--- src/rtl/delay_meter.sv ---
// Launch/echo round-trip delay meter: fires stim, counts cycles until echo,
// reports the delay or a timeout, then waits for echo to drop before re-arming.
module delay_meter #(
  parameter int unsigned CW       = 8,
  parameter int unsigned MAX_WAIT = 200
) (
  input  logic          clk,
  input  logic          rst,
  input  logic          start,
  input  logic          echo,
  output logic          stim,
  output logic          busy,
  output logic          done,
  output logic          timeout,
  output logic [CW-1:0] delay
);

  typedef enum logic [1:0] {
    IDLE,
    WAIT,
    RELEASE
  } state_t;

  localparam logic [CW-1:0] MAX_W = CW'(MAX_WAIT);

  state_t        state_q, state_d;
  logic [CW-1:0] count_q, count_d;
  logic [CW-1:0] delay_q, delay_d;
  logic          stim_q, stim_d;
  logic          busy_q, busy_d;
  logic          done_q, done_d;
  logic          timeout_q, timeout_d;
  logic [CW-1:0] k;

  assign k = count_q + CW'(1);

  always_comb begin
    state_d   = state_q;
    count_d   = count_q;
    delay_d   = delay_q;
    done_d    = 1'b0;
    timeout_d = 1'b0;
    unique case (state_q)
      IDLE: begin
        if (start && !echo) begin
          state_d = WAIT;
          count_d = '0;
        end
      end
      WAIT: begin
        // echo wins over the limit on the final edge
        if (echo) begin
          delay_d = k;
          done_d  = 1'b1;
          state_d = RELEASE;
        end else if (k == MAX_W) begin
          timeout_d = 1'b1;
          state_d   = RELEASE;
        end else begin
          count_d = k;
        end
      end
      RELEASE: begin
        if (!echo) state_d = IDLE;
      end
      default: state_d = IDLE;
    endcase
    stim_d = (state_d == WAIT);
    busy_d = (state_d != IDLE);
  end

  always_ff @(posedge clk or posedge rst) begin
    if (rst) begin
      state_q   <= IDLE;
      count_q   <= '0;
      delay_q   <= '0;
      stim_q    <= 1'b0;
      busy_q    <= 1'b0;
      done_q    <= 1'b0;
      timeout_q <= 1'b0;
    end else begin
      state_q   <= state_d;
      count_q   <= count_d;
      delay_q   <= delay_d;
      stim_q    <= stim_d;
      busy_q    <= busy_d;
      done_q    <= done_d;
      timeout_q <= timeout_d;
    end
  end

  assign stim    = stim_q;
  assign busy    = busy_q;
  assign done    = done_q;
  assign timeout = timeout_q;
  assign delay   = delay_q;

endmodule

--- config.mk ---
export PLATFORM = sky130hd
export DESIGN_NAME = delay_meter
export DESIGN_NICKNAME = d
export VERILOG_FILES = /design/src/rtl/delay_meter.sv
export SDC_FILE = /design/constraint.sdc
export NUM_CORES = 1
export LEC_CHECK = 0
export BUFFER_PORTS_ARGS = -buffer_cell sky130_fd_sc_hd__buf_2
export CAP_MARGIN = 30
export CORE_ASPECT_RATIO = 0.9
export CORE_UTILIZATION = 50
export CTS_CLUSTER_DIAMETER = 150
export DETAILED_ROUTE_END_ITERATION = 7
export PLACE_DENSITY = 0.71
export SLEW_MARGIN = 10
export SYNTH_ARGS = -nofsm -noshare
export SYNTH_HDL_FRONTEND = slang
export SYNTH_SLANG_ARGS = --single-unit
--- constraint.sdc ---
create_clock -name clk -period 4.3 [get_ports clk]
set_clock_uncertainty 0.05 [all_clocks]
set_input_delay 0.645 -clock clk [delete_from_list [all_inputs] [get_ports clk]]
set_output_delay 0.645 -clock clk [all_outputs]
set_load 0.03 [all_outputs]
==> results of run 1 <==
cells by family (layout without fill, tap and decap cells):
| group | after synthesis | count (layout) | share of synthesized area, % |
|---|---|---|---|
| flip-flops | 22 | 22 | 47.7 |
| AO/OA/AOI/OAI | 32 | 32 | 18.7 |
| AND/OR/NAND/NOR | 42 | 42 | 18.3 |
| adder cells (fa/ha/maj) | 2 | 2 | 2.17 |
| multiplexers | 2 | 2 | 1.73 |
| buffers and inverters | 15 | 28 | 7.58 |
| XOR/XNOR | 5 | 5 | 3.79 |
critical path: stages, from the launching register on:
cell and delay (ns):
sky130_fd_sc_hd__dfrtp_1 0.46, sky130_fd_sc_hd__ha_1 0.34, sky130_fd_sc_hd__or3b_1 0.40, sky130_fd_sc_hd__a211o_1 0.28, sky130_fd_sc_hd__a221o_1 0.38, sky130_fd_sc_hd__o21ba_4 0.24
sky130_fd_sc_hd__o22ai_1 0.15
cell usage after synthesis, types with 2 or more instances:
master / n
sky130_fd_sc_hd__dfrtp_1: 22
sky130_fd_sc_hd__nand2_1: 16
sky130_fd_sc_hd__o21ai_0: 14
sky130_fd_sc_hd__inv_1: 10
sky130_fd_sc_hd__nor2_1: 8
sky130_fd_sc_hd__xnor2_1: 5
sky130_fd_sc_hd__a21oi_1: 2
sky130_fd_sc_hd__clkbuf_8: 2
sky130_fd_sc_hd__ha_1: 2
sky130_fd_sc_hd__mux2i_1: 2
sky130_fd_sc_hd__nand3_1: 2
sky130_fd_sc_hd__nor2b_1: 2
sky130_fd_sc_hd__o22ai_1: 2
sky130_fd_sc_hd__or3_1: 2
report_power, final:
part / switching, mW / internal [mW]
combinational: 0.0715 / 0.0324
sequential: 0.0176 / 0.230
clock: 0.0556 / 0.0327
registers in the layout (all words and copies together), names as in the netlist:
register,flops
busy,1
count_q,8
delay,8
done,1
state_q,2
stim,1
timeout,1
worst min-delay path by stage:
stage / slack, ns / endpoint / depth (start not counted)
2_1_floorplan: 0.41 / busy / 1
3_3_place_gp: 0.41 / delay[7] / 2
3_5_place_dp: 0.42 / delay[7] / 2
4_1_cts: 0.44 / delay[7] / 2
5_1_grt: 0.46 / delay[0] / 2
6_report: 0.43 / delay[3] / 2
routing by layer:
layer	GRT usage, %	share of wire [%]	vias to the layer above
li1	-	-	447
met1	24.2	47	416
met2	29.6	49	13
met3	6.67	3.2	4
met4	8.42	1.1	0
met5	0	0	-
stage by stage:
| stage | cells | worst slack, ns | instance area [sq um] |
|---|---|---|---|
| global placement | 157 | 2.04 | 1210 |
| floorplan | 120 | 2.08 | 1150 |
| global route | 160 | 1.80 | 1240 |
| finish | 160 | 1.92 | 1240 |
| detailed placement | 157 | 1.95 | 1210 |
| CTS | 160 | 1.92 | 1240 |
layout make-up:
type	instances	share of cell area, %
Multi-Input combinational cell	83	41.8
Clock buffer	3	1.82
Sequential cell	22	44.5
Inverter	10	3.04
Timing Repair Buffer	15	6.07
Tap cell	27	2.73
==> results.txt, run 1 <==
Post-synth top area share -> 47.7%
Synthesized netlist net count -> 126
Result of the run -> complete, no violations
Part of the cycle the worst path needs -> 55.3%
Gate Count Post-Synth -> 120
Antenna violations before repair -> 0
Port Buffers -> 15
IO Count -> 16
Final Hold Slack -> 0.428 ns
Remaining DRCs -> 0
Via count of the first global-routing pass -> 730
FF-to-FF End -> count_q[6]
Post-Syn Area per Cell -> 9.62 sq um
First DRT Iteration DRCs -> 16
Pre-Repair DR Iteration Count -> 4
Worst IR Drop VDD -> 0.240 mV
Slew Limit Headroom -> 46.4%
Wire length per cell -> 13.1 microns
Layout Utilization -> 56.7%
Number of warning messages in the yosys log -> 0
Setup TNS -> 0 ns
CP Class -> reg2reg
Placeable core area -> 2180 sq um
Placer's final routability congestion estimate -> 0.802
H-tree levels -> 1
Total standard cell area after synthesis -> 1150 sq um
Post-route ant nets -> 0
Number of enable-type register cells in the synthesized netlist -> 0
Register area share after synthesis -> 47.7%
Final-report max-slew violation count -> 0
Hold-fix buffer count after cts -> 0
Register area -> 551 sq um
Arrival time at the worst endpoint -> 2.55 ns
Combined area of the multi-input logic cells -> 517 sq um
Largest fanout of any net on the critical path -> 8
Capturing element of the worst setup path -> count_q[6]
Number of distinct library cells after synthesis -> 43
Required time at the endpoint of the critical path -> 4.48 ns
Final hold violation count -> 0
CP Capture Type -> flop
Post-CTS Setup Repair Bufs -> 0
Library cell used as clock root buffer -> sky130_fd_sc_hd__clkbuf_4
Total of fill cells in the finished design -> 207
Worst flop-to-flop path startpoint -> count_q[0]
Global-route wire length before repair -> 3270 microns
Share of final-layout standard cells stronger than drive strength 1 -> 18.0%
Clock-pin slew on the worst setup and hold paths -> 0.11 ns
HPWL after detailed placement -> 1580 microns
Final period demand of the worst path -> 2.38 ns
Total clock buffers created by CTS -> 3
Initial core utilization -> 52.9%
Worst slew pin tran -> 0.803 ns
Clock Path Buffers -> 2
Cell type with the largest total area after synthesis -> sky130_fd_sc_hd__dfrtp_1
Setup Viol. Count Final -> 0
Top_reg_cell synth -> sky130_fd_sc_hd__dfrtp_1
Total via count after detailed routing -> 880
Unrepaired setup endpoints after global routing -> false
Number of max-cap violations -> 0
Cells resized by post-CTS repair -> 0
Async S/R FF share, synth -> 100%
Power per cell area -> 356 nW/um^2
# clock sinks -> 22
Clock tree from TritonCTS -> done
GRT Resource Usage Total -> 19.0%
Vias/cell -> 5.50
Die extent in y -> 47.6 microns
Flip-flop and latch count after synthesis -> 22
Total wire length after detailed routing -> 2090 microns
Main area contributors after synthesis -> sky130_fd_sc_hd__dfrtp_1 48%, sky130_fd_sc_hd__o21ai_0 6.1%, sky130_fd_sc_hd__nand2_1 5.2%, sky130_fd_sc_hd__xnor2_1 3.8%, sky130_fd_sc_hd__inv_1 3.3%
Chip width -> 52.7 microns
Layout Area Growth over Synthesis -> 7.04%
Clock latency reported for the late side of the worst-skew pair -> 0.30 ns
Die ar. -> 2510 sq um
Most frequent cells in the layout -> 22 x sky130_fd_sc_hd__dfrtp_1, 16 x sky130_fd_sc_hd__nand2_1, 15 x sky130_fd_sc_hd__buf_2, 14 x sky130_fd_sc_hd__o21ai_0, 10 x sky130_fd_sc_hd__inv_1
Setup crit start -> count_q[0]
Class of the most critical hold timing path -> in2async
Leakage power total -> 0.535 nW
Num rows -> 16
Highest clock frequency the design can meet -> 0.421 GHz
Largest net degree at the start of global routing -> 23
Leftover overflow at the end of global routing -> 0
CP startpoint kind -> flop
Final Net Count -> 141
Most common cell after layout, fill and taps aside -> sky130_fd_sc_hd__dfrtp_1
R2R setup slack -> 1.92 ns
Final total power -> 439 uW
Path depth of the worst reg2reg path -> 6
Antenna diodes -> 0
(Power assumes the default switching activity.)
==> run 2, diff against run 1 <==
--- a/config.mk
+++ b/config.mk
@@ -11,7 +11,7 @@
 export CORE_UTILIZATION = 50
 export CTS_CLUSTER_DIAMETER = 150
 export DETAILED_ROUTE_END_ITERATION = 7
-export PLACE_DENSITY = 0.71
+export PLACE_DENSITY = 0.74
 export SLEW_MARGIN = 10
 export SYNTH_ARGS = -nofsm -noshare
 export SYNTH_HDL_FRONTEND = slang
==> constraint.sdc (replaced) <==
create_clock -name clk -period 2 [get_ports clk]
set_clock_uncertainty 0.05 [all_clocks]
set_input_delay 0.3 -clock clk [delete_from_list [all_inputs] [get_ports clk]]
set_output_delay 0.3 -clock clk [all_outputs]
set_load 0.03 [all_outputs]
==> run 2 against run 1 <==
Net effect: the run now ends with negative setup slack left; fmax rose by 8.1%; critical path depth unchanged; die area did not move; sequential share of layout area fell by 5.5 points; design area up 14%; hold slack worse by 0.27 ns; power increased by 140%; clock power rose to 2.8 times the previous value; count of clock-buffer cells in the layout grew 1; global-route usage rose by 4.1 points; largest cell class is now multi-input gates; largest power group unchanged; highest routed layer unchanged.
==> results.txt, run 2 (synthesis gave the netlist of run 1 again) <==
Slowest stage delay, CP -> 0.40 ns
Most frequent cells in the layout -> 22 x sky130_fd_sc_hd__dfrtp_1, 16 x sky130_fd_sc_hd__nand2_1, 15 x sky130_fd_sc_hd__buf_2, 14 x sky130_fd_sc_hd__buf_4, 13 x sky130_fd_sc_hd__o21ai_0
Setup slack at placement -> -0.174 ns
Final Hold Slack -> 0.160 ns
Worst slew pin tran -> 0.551 ns
Unrepaired setup endpoints after global routing -> true
Die ar. -> 2510 sq um
Int Pwr -> 707 uW
CP Capture Type -> flop
Largest fanout of any net on the critical path -> 4
Relative contribution of combinational cells to total power -> 27.0%
Register area -> 551 sq um
Placer's final routability congestion estimate -> 0.902
Setup Viol. Count Final -> 11
Wire length per cell -> 14.2 microns
Power per cell area -> 751 nW/um^2
CP startpoint kind -> flop
Num rows -> 16
Placeable core area -> 2180 sq um
Portion of total power attributed to sequential cells -> 49.6%
Leftover overflow at the end of global routing -> 0
Final period demand of the worst path -> 2.20 ns
IO Count -> 16
Switching power summed over all nets -> 351 uW
Clock Path Buffers -> 2
Post-route ant nets -> 0
Remaining DRCs -> 0
Clock-pin slew on the worst setup and hold paths -> 0.12 ns
WP buf/inv -> 0
Initial core utilization -> 52.9%
CP Class -> reg2reg
Net Sw Frac -> 33.2%
Total wire length after detailed routing -> 2500 microns
Most common cell after layout, fill and taps aside -> sky130_fd_sc_hd__dfrtp_1
Combined area of the multi-input logic cells -> 561 sq um
Leakage power total -> 0.629 nW
HPWL after detailed placement -> 1850 microns
Arrival time at the worst endpoint -> 2.39 ns
Clock tree from TritonCTS -> done
List of cells traversed by the critical path -> ha_2 -> or3b_1 -> a211o_1 -> a221o_1 -> o21ba_4 -> o22ai_2
Final Net Count -> 156
Slew Limit Headroom -> 63.0%
Share of final-layout standard cells stronger than drive strength 1 -> 30.2%
Part of the cycle the worst path needs -> 110%
Global-route wire length before repair -> 4020 microns
Final hold violation count -> 0
Worst IR Drop VDD -> 0.722 mV
Antenna diodes -> 0
# clock sinks -> 22
Layout Area Growth over Synthesis -> 22.0%
Total of fill cells in the finished design -> 187
GRT Resource Usage Total -> 23.1%
Critical path's top delay family -> compound AO/OA/AOI/OAI gates
CP max stage cell -> sky130_fd_sc_hd__dfrtp_1
Clock network fraction of total power -> 23.4%
Largest net degree at the start of global routing -> 16
Total cell area at the placement stage -> 1310 sq um
Result of the run -> complete, but fails checks
Final-report max-slew violation count -> 0
Clock latency reported for the late side of the worst-skew pair -> 0.31 ns
Port Buffers -> 15
Via count of the first global-routing pass -> 930
Least setup slack across all paths after layout -> -0.198 ns
Antenna violations before repair -> 0
Required time at the endpoint of the critical path -> 2.20 ns
Chip width -> 52.7 microns
Class of the most critical hold timing path -> in2reg
First DRT Iteration DRCs -> 26
Post-layout instance area -> 1410 sq um
Library cell used as clock root buffer -> sky130_fd_sc_hd__clkbuf_4
H-tree levels -> 1
Pre-Repair DR Iteration Count -> 4
Total clock buffers created by CTS -> 3
Vias/cell -> 5.63
Failing checks -> negative setup slack
Highest clock frequency the design can meet -> 0.455 GHz
Number of max-cap violations -> 0
Die extent in y -> 47.6 microns
Total via count after detailed routing -> 991
## run 2: cell types whose count changed in the layout (fill, tap and decap cells not counted), sizes merged
| cell | before | now |
|---|---|---|
| clkbuf | 3 | 4 |
| buf | 15 | 29 |
| dlygate4sd3 | 0 | 1 |
## run 2: what timing repair did
action,CTS,global route
resized for setup,4,5
endpoints found under the hold margin,10,0
pin swaps,1,7
hold buffers,1,0
buffers inserted,1,1
setup endpoints to repair,11,11
## run 2: final timing paths
path | slack (ns) | endpoint | cells past startpoint | start
hold reg to reg | 0.44 | delay[6] | 2 | delay[6]
min in group asynchronous | 0.46 | busy | 3 | rst
hold / removal | 0.16 | timeout | 2 | echo
setup reg to reg | -0.20 | count_q[6] | 6 | count_q[0]
setup / recovery | -0.20 | count_q[6] | 6 | count_q[0]
max in group asynchronous | 0.92 | count_q[5] | 4 | rst
## run 2: power groups by stage
stage | Clock [mW] | Combinational (mW) | Sequential (mW)
CTS | 0.257 | 0.283 | 0.525
finish | 0.247 | 0.286 | 0.525
global route | 0.280 | 0.313 | 0.532
floorplan | 0 | 0.104 | 0.607
detailed placement | 0 | 0.270 | 0.534
global placement | 0 | 0.259 | 0.530
## run 2: per-layer routing
metal / vias to the layer above / routed length, microns / track usage [%]
li1: 478 / - / -
met1: 485 / 1050 / 25.7
met2: 21 / 1280 / 41.0
met3: 7 / 105 / 7.62
met4: 0 / 64 / 10.5
met5: - / 0 / 0
## run 2: metrics by stage
step	instances	power (mW)	setup TNS (ns)	utilization (%)
after floorplan	120	0.712	-1.34	-
after global placement	169	0.788	-0.332	59.9
after detailed placement	169	0.805	-0.915	59.9
after CTS	175	1.06	-0.760	63.1
after global routing	176	1.12	-2.18	64.6
final	176	1.06	-1.34	64.6
## run 2: cell type report
| class | instances | share of cell area (%) |
|---|---|---|
| well taps | 27 | 2.40 |
| inverters | 10 | 2.66 |
| repair buffers | 30 | 13.5 |
| clock buffers | 4 | 2.58 |
| flip-flops and latches | 22 | 39.1 |
| multi-input cells | 83 | 39.8 |
==> run 3, diff against run 2 <==
--- a/config.mk
+++ b/config.mk
@@ -7,11 +7,14 @@
 export LEC_CHECK = 0
 export BUFFER_PORTS_ARGS = -buffer_cell sky130_fd_sc_hd__buf_2
 export CAP_MARGIN = 30
+export CELL_PAD_IN_SITES_DETAIL_PLACEMENT = 0
+export CELL_PAD_IN_SITES_GLOBAL_PLACEMENT = 1
 export CORE_ASPECT_RATIO = 0.9
-export CORE_UTILIZATION = 50
+export CORE_MARGIN = 10
+export CORE_UTILIZATION = 38
 export CTS_CLUSTER_DIAMETER = 150
 export DETAILED_ROUTE_END_ITERATION = 7
-export PLACE_DENSITY = 0.74
+export PLACE_DENSITY_LB_ADDON = 0.1
 export SLEW_MARGIN = 10
 export SYNTH_ARGS = -nofsm -noshare
 export SYNTH_HDL_FRONTEND = slang
==> run 3 against run 2 <==
Net effect: the run still ends with negative setup slack left; hold slack worse by 0.0042 ns; utilization down 15 points; register-to-register slack better by 0.08 ns; first-iteration DRC count up 62%; global-route usage down 13 points; critical path depth up 1.
==> results.txt, run 3 (synthesis gave the netlist of run 1 again) <==
Via count of the first global-routing pass -> 994
Arrival time at the worst endpoint -> 2.26 ns
Largest fanout of any net on the critical path -> 7
CP Class -> reg2reg
Setup crit start -> count_q[0]
Net Sw Frac -> 33.2%
GRT Resource Usage Total -> 9.93%
Worst IR Drop VDD -> 0.433 mV
Clock Path Buffers -> 2
Final hold violation count -> 0
Required time at the endpoint of the critical path -> 2.15 ns
Non-filler cells, final -> 189
Worst slew pin tran -> 0.574 ns
CP Capture Type -> flop
HPWL after detailed placement -> 1930 microns
Cells after DPL -> 182
Wire length per cell -> 13.3 microns
Int Pwr -> 698 uW
Die ar. -> 5650 sq um
Leftover overflow at the end of global routing -> 0
R2R setup slack -> -0.11 ns
Unrepaired setup endpoints after global routing -> true
Setup Viol. Count Final -> 9
CP startpoint kind -> flop
Final Net Count -> 156
Global-route wire length before repair -> 4590 microns
Number of stages on the worst hold path -> 2
Most frequent cells in the layout -> 22 x sky130_fd_sc_hd__dfrtp_1, 16 x sky130_fd_sc_hd__nand2_1, 15 x sky130_fd_sc_hd__buf_2, 14 x sky130_fd_sc_hd__buf_4, 13 x sky130_fd_sc_hd__o21ai_0
Relative contribution of combinational cells to total power -> 26.2%
Power per cell area -> 740 nW/um^2
Clock network fraction of total power -> 23.8%
Setup TNS -> -0.878 ns
Portion of total power attributed to sequential cells -> 50.0%
IO Count -> 16
Final-report max-slew violation count -> 0
Worst flop-to-flop path startpoint -> count_q[0]
Total wire length after detailed routing -> 2510 microns
Total via count after detailed routing -> 938
Final period demand of the worst path -> 2.11 ns
First DRT Iteration DRCs -> 42
Leakage power total -> 0.621 nW
Port Buffers -> 15
Number of max-cap violations -> 0
Layout Area Growth over Synthesis -> 22.3%
Least setup slack across all paths after layout -> -0.115 ns
Largest net degree at the start of global routing -> 23
Initial core utilization -> 40.7%
Slew Limit Headroom -> 61.5%
Most common cell after layout, fill and taps aside -> sky130_fd_sc_hd__dfrtp_1
Result of the run -> complete, but fails checks
Highest clock frequency the design can meet -> 0.473 GHz
FF-to-FF End -> count_q[2]
Die extent in y -> 72.3 microns
Placer's final routability congestion estimate -> 0.818
Clock latency reported for the late side of the worst-skew pair -> 0.31 ns
H-tree levels -> 1
Total clock buffers created by CTS -> 3
Antenna diodes -> 0
Share of final-layout standard cells stronger than drive strength 1 -> 29.5%
Path depth of the worst reg2reg path -> 7
Chip width -> 78.1 microns
Post-layout instance area -> 1410 sq um
Placeable core area -> 2840 sq um
Final total power -> 1.05 mW
Switching power summed over all nets -> 347 uW
Capturing element of the worst setup path -> count_q[2]
Library cell used as clock root buffer -> sky130_fd_sc_hd__clkbuf_4
Clock-pin slew on the worst setup and hold paths -> 0.12 ns
Total cell area at the placement stage -> 1320 sq um
Num rows -> 18
Setup slack at placement -> -0.149 ns
# clock sinks -> 22
Pre-Repair DR Iteration Count -> 4
Part of the cycle the worst path needs -> 106%
Remaining DRCs -> 0
Antenna violations before repair -> 0
Vias/cell -> 4.96
Post-route ant nets -> 0
Failing checks -> negative setup slack
Clock tree from TritonCTS -> done
Class of the most critical hold timing path -> in2reg
run 3: metrics by stage:
stage | util [%] | hold WS, ns
6_report | 49.8 | 0.156
5_1_grt | 49.8 | 0.130
4_1_cts | 49.2 | 0.141
3_5_place_dp | 46.6 | 0.300
3_3_place_gp | 46.6 | 0.294
2_1_floorplan | - | 0.239
run 3: area by class of cell:
cell class | count | area [sq um]
Sequential cell | 22 | 551
Timing Repair Buffer | 30 | 190
Tap cell | 40 | 50.0
Clock buffer | 4 | 36.3
Multi-Input combinational cell | 83 | 548
Fill cell | 275 | 1430
Inverter | 10 | 37.5
run 3: power groups by stage:
stage | Clock [mW] | Sequential [mW] | Combinational [mW]
4_1_cts | 0.258 | 0.522 | 0.275
2_1_floorplan | 0 | 0.607 | 0.104
3_5_place_dp | 0 | 0.531 | 0.271
6_report | 0.249 | 0.523 | 0.274
5_1_grt | 0.283 | 0.529 | 0.300
3_3_place_gp | 0 | 0.529 | 0.267
run 3: critical path, stage by stage, from the launching register on:
cell and delay, ns:
sky130_fd_sc_hd__dfrtp_1 0.40, sky130_fd_sc_hd__ha_2 0.21, sky130_fd_sc_hd__or3b_1 0.37, sky130_fd_sc_hd__a211o_1 0.27, sky130_fd_sc_hd__a221o_1 0.35, sky130_fd_sc_hd__buf_4 0.16, sky130_fd_sc_hd__nand3_4 0.09, sky130_fd_sc_hd__o311ai_2 0.09
run 3: how the worst min path moves through the flow:
stage / slack [ns] / endpoint / from
floorplan: 0.24 / busy / rst
global placement: 0.29 / delay[3] / rst
detailed placement: 0.30 / delay[3] / rst
CTS: 0.14 / timeout / echo
global route: 0.13 / timeout / echo
finish: 0.16 / timeout / echo
run 3: timing repair:
action | in CTS | in global routing
setup endpoints to repair | 11 | 11
hold buffers | 1 | 0
pin swaps | 2 | 1
setup buffers | 2 | 1
hold endpoints to repair | 22 | 0
resized for setup | 4 | 4
run 3: metal layers:
layer  part of all wire [%]  track usage, %
met1                     46            11.6
met2                     46            16.1
met3                    6.3            3.82
met4                    2.4            3.98
met5                      0               0
